`src/rtl/vector_instr_sender.sv`:
```
// Buffers scalar-issued vector instructions with their operands in a small FIFO
// and resolves vset instructions into a new vl that is written back to the scalar side.
module vector_instr_sender #(
  parameter int DATA_FROM_SCALAR = 96,
  parameter int INSTRUCTION_BITS = 32,
  parameter int DEPTH            = 4,
  parameter int VLEN             = 256
) (
  input  logic                        clk,
  input  logic                        rst,
  input  logic                        in_valid,
  output logic                        in_ready,
  input  logic [INSTRUCTION_BITS-1:0] in_instruction,
  input  logic [31:0]                 in_rs1_data,
  input  logic [31:0]                 in_rs2_data,
  output logic                        valid_fifo,
  output logic [DATA_FROM_SCALAR-1:0] instruction_out,
  input  logic                        pop,
  output logic                        vl_valid,
  output logic [4:0]                  vl_rd,
  output logic [31:0]                 vl_value,
  output logic [2:0]                  cur_sew,
  output logic [31:0]                 cur_vl
);

  localparam int PW = $clog2(DEPTH);
  localparam int CW = PW + 1;
  localparam logic [CW-1:0] DEPTH_C = CW'(DEPTH);
  localparam logic [PW-1:0] LAST_PTR = PW'(DEPTH - 1);

  logic [DATA_FROM_SCALAR-1:0] mem [DEPTH];
  logic [PW-1:0]               wr_ptr;
  logic [PW-1:0]               rd_ptr;
  logic [CW-1:0]               count;

  logic                        accept;
  logic                        do_pop;
  logic [DATA_FROM_SCALAR-1:0] packet;

  logic        is_vset;
  logic [2:0]  sew;
  logic [2:0]  lmul_raw;
  logic [1:0]  lmul_eff;
  logic [4:0]  rs1_field;
  logic [4:0]  rd_field;
  logic [31:0] vlen_w;
  logic [31:0] vlmax;
  logic [31:0] avl;
  logic [31:0] new_vl;

  // A full buffer can still take a new entry when the head leaves in the same cycle.
  assign in_ready   = !rst && ((count < DEPTH_C) || ((count == DEPTH_C) && pop));
  assign accept     = in_valid && in_ready;
  assign do_pop     = !rst && pop && (count != '0);
  assign valid_fifo = (count != '0);
  assign instruction_out = mem[rd_ptr];
  assign packet     = DATA_FROM_SCALAR'({in_instruction, in_rs1_data, in_rs2_data});

  assign is_vset   = (in_instruction[6:0] == 7'b1010111) && (in_instruction[14:12] == 3'b111);
  assign sew       = in_instruction[25:23];
  assign lmul_raw  = in_instruction[22:20];
  assign rs1_field = in_instruction[19:15];
  assign rd_field  = in_instruction[11:7];
  assign lmul_eff  = lmul_raw[2] ? 2'd0 : lmul_raw[1:0];
  assign vlen_w    = 32'(VLEN);

  always_comb begin
    vlmax = '0;
    if (!sew[2]) begin
      vlmax = (vlen_w >> (3'd3 + sew)) << lmul_eff;
    end
  end

  // rs1=x0 with rd!=x0 requests the maximum; both x0 keeps the current vl.
  always_comb begin
    avl = cur_vl;
    if (rs1_field != 5'd0) begin
      avl = in_rs1_data;
    end else if (rd_field != 5'd0) begin
      avl = '1;
    end
  end

  assign new_vl = (avl < vlmax) ? avl : vlmax;

  always_ff @(posedge clk) begin
    if (accept) begin
      mem[wr_ptr] <= packet;
    end
  end

  always_ff @(posedge clk) begin
    if (rst) begin
      wr_ptr <= '0;
      rd_ptr <= '0;
      count  <= '0;
    end else begin
      if (accept) begin
        wr_ptr <= (wr_ptr == LAST_PTR) ? '0 : wr_ptr + PW'(1);
      end
      if (do_pop) begin
        rd_ptr <= (rd_ptr == LAST_PTR) ? '0 : rd_ptr + PW'(1);
      end
      case ({accept, do_pop})
        2'b10:   count <= count + CW'(1);
        2'b01:   count <= count - CW'(1);
        default: count <= count;
      endcase
    end
  end

  always_ff @(posedge clk) begin
    if (rst) begin
      vl_valid <= 1'b0;
      vl_rd    <= '0;
      vl_value <= '0;
      cur_sew  <= '0;
      cur_vl   <= '0;
    end else begin
      vl_valid <= accept && is_vset;
      if (accept && is_vset) begin
        vl_rd    <= rd_field;
        vl_value <= new_vl;
        cur_sew  <= sew;
        cur_vl   <= new_vl;
      end
    end
  end

endmodule

```
`config.mk`:
```
export PLATFORM = sky130hd
export DESIGN_NAME = vector_instr_sender
export DESIGN_NICKNAME = d
export VERILOG_FILES = /design/src/rtl/vector_instr_sender.sv
export SDC_FILE = /design/constraint.sdc
export NUM_CORES = 1
export LEC_CHECK = 0
export CAP_MARGIN = 25
export CELL_PAD_IN_SITES_DETAIL_PLACEMENT = 0
export CELL_PAD_IN_SITES_GLOBAL_PLACEMENT = 1
export CORE_ASPECT_RATIO = 0.9
export CORE_MARGIN = 8
export CORE_UTILIZATION = 50
export CTS_BUF_LIST = sky130_fd_sc_hd__clkbuf_8
export CTS_CLUSTER_SIZE = 12
export DETAILED_ROUTE_END_ITERATION = 10
export DONT_BUFFER_PORTS = 1
export PLACE_DENSITY = 0.83
export SYNTH_ARGS = -nofsm -noshare
export SYNTH_HDL_FRONTEND = slang
export SYNTH_SLANG_ARGS = --single-unit
```
`constraint.sdc`:
```
create_clock -name clk -period 6.8 [get_ports clk]
set_clock_uncertainty 0.1 [all_clocks]
set_input_delay 1.36 -clock clk [delete_from_list [all_inputs] [get_ports clk]]
set_output_delay 1.36 -clock clk [all_outputs]
set_load 0.05 [all_outputs]
```
==> metrics.cfg <==
[grt]
grt_pass1_wl_um = 49800
antenna_found_initial = 0
grt_pass1_vias = 7746
grt_use_total_pct = 16.8
grt_remaining_overflow = 0
grt_max_degree = 65

[power_and_ir_drop]
power.total_w = 0.00560
power_density_mw_per_mm2 = 310
vdd_drop_max_mv = 0.217
leakagePower_nw = 5.73

[final_layout]
drive_gt1_share_pct = 24.3
final_common_cell = edfxtp_1
multiInputGateArea_mm2 = 0.00360
n_fill_cell = 2485
fin_nets = 942
antenna_cells = 0
regArea_mm2 = 0.0125
final_cells = 1299
layout_common_cells = 384 x edfxtp_1, 96 x mux4_2, 73 x clkbuf_8
area_delta_synth_final_pct = 9.43

[drt]
detail-route-antenna-nets = 0
vias = 7437
via_per_inst = 5.73
drtIter0Drc = 392
wire_per_inst_um = 25.6
dr.pass1.iters = 5
wirelength_um = 33200
drc_errors = 0

[floorplan]
die_w_um = 208
core_area_mm2 = 0.0328
ioPinCount = 271
die_area_mm2 = 0.0392
rows = 63
start_util_pct = 50.4
die_h_um = 189

[timing]
hold_viol_final = 0
max_freq_mhz = 238
fin_crit_sh_pct = 61.9
finalSetupTns_ps = 0
rsz0062_at_grt = false
setup-violations-final = 0
worst_pin_slew_ps = 1120
slew_headroom_pct = 25.4
period_needed_ps = 4210
final_max_slew_viol_count = 0

[logic_synthesis]
synth-edff-count = 384
yosys_warnings = 0
synth_top_area_share_pct = 69.7
syn_inst = 806
synth_area_leaders = edfxtp_1 70%, mux4_2 13%, dfxtp_1 6.1%
netlist_area_mm2 = 0.0165
synth_area_per_cell_um2 = 20.5
synth_cell_type_count = 50
synth_top_area_cell = edfxtp_1
synth-seq-area-share_pct = 75.8
async_flop_share_pct = 0
ys_ff_latch = 434
synthFlopType = edfxtp_1

[place]
dp.final_hpwl_um = 21800
place.gp.congestion = 0.735
port_buffers = 0
place_inst = 1175

[worst_setup_path]
ff2ff_path_depth = 8
cp_max_fo = 14
critPathRequiredTime_ps = 7190
worstPathArrival_ps = 4600
start_kind = input port
crit_type = input port to flip-flop
end_kind = flip-flop

[cts]
cts.path.max_buffers = 3
clkLatencyLatePin_ps = 560
cts_resized = 0
cts_setup_buffers = 0
cts_tree = done
cts_made_buffers = 68
cts_hold_buf = 0
cts_num_sinks = 434
cts_htree_levels = 3
clk_pin_slew_ps = 60
clockRootBuffer = clkbuf_8

[min_path]
hold_class = flip-flop to flip-flop
whs_path_depth = 2

[flow_run]
cap_violations = 0

[run_status]
outcome = complete, no violations

## cell families after synthesis
family / count (synthesis) / synth area share, %
DFF: 434 / 75.8
buffers and inverters: 80 / 2.64
AOI/OAI and AO/OA: 55 / 2.20
and+or+nand+nor: 104 / 3.82
xor gates and xnor gates: 4 / 0.212
other: 1 / 0.0227
muxes: 111 / 14.0
adders and majority gates: 17 / 1.33
## final timing paths
check / startpoint / to / slack, ps
min reg2reg: rd_ptr[1]$_SDFFE_PP0P_ / flip-flop / 370
min: rd_ptr[1]$_SDFFE_PP0P_ / flip-flop / 370
max: in_instruction[7] / cur_vl[3]$_SDFFE_PP0P_ / 2590
max reg2reg: count[0]$_SDFFE_PP0P_ / cur_vl[24]$_SDFFE_PP0P_ / 3450
## power breakdown
group	internal, W	switching (W)	total, W
Clock	0.00103	0.000952	0.00199
Sequential	0.00299	0.0000386	0.00303
Combinational	0.000157	0.000433	0.000590
## critical path, cell delays in order
cell	delay (ps)
nor4_1	630
or4b_4	670
o22a_1	240
ha_1	340
a21oi_1	140
o21ai_0	90
o21ai_0	200
nand4_2	380
mux2_2	410
a21oi_1	130
## stage by stage
stage | setup slack [ps] | util (%) | hold WS [ps] | cell area (um^2)
finish | 2590 | 55.2 | 370 | 18100
global route | 2370 | 55.2 | 400 | 18100
CTS | 2520 | 55.1 | 370 | 18100
detailed placement | 1890 | 51.3 | 361 | 16800
global placement | 1940 | 51.3 | 355 | 16800
floorplan | 1560 | - | 354 | 16500
## flip-flops by register name, summed over array words and instances (netlist names), named ones only
| name | count |
|---|---|
| vl_valid | 1 |
| mem | 384 |
| cur_sew | 3 |
| rd_ptr | 2 |
| wr_ptr | 2 |
| vl_rd | 5 |
| count | 3 |
| cur_vl | 32 |
## Yosys cell counts (4+ instances only)
| cell type | instances |
|---|---|
| mux2i_1 | 13 |
| nand2b_1 | 12 |
| nand3b_1 | 5 |
| o21ai_0 | 10 |
| o22a_1 | 8 |
| clkbuf_1 | 17 |
| buf_1 | 12 |
| edfxtp_1 | 384 |
| nand2_1 | 9 |
| inv_1 | 12 |
| a21oi_1 | 17 |
| mux4_2 | 96 |
| dfxtp_1 | 50 |
| buf_2 | 4 |
| nor4_1 | 11 |
| buf_4 | 33 |
| and3_1 | 4 |
| ha_1 | 16 |
| or3_1 | 4 |
| nor2_1 | 18 |
| and2_1 | 22 |
| nand3_1 | 5 |
## routing by layer
metal  track usage [%]  vias up  part of all wire (%)  wire length [um]
met2              28.0      302                    50             16700
li1                  -     3285                     -                 -
met4              5.10        0                   2.1               697
met1              19.9     3789                    38             12500
met5                 0        -                     0                 0
met3              7.06       61                    10              3310
## final cells by class
cell class	instances	area share, %
multi-input combinational	294	19.9
timing repair buffer	14	0.740
sequential	434	69.3
inverter	13	0.270
tap	422	2.92
clock buffer	73	5.55
clock inverter	49	1.36
(Power assumes the default switching activity.)
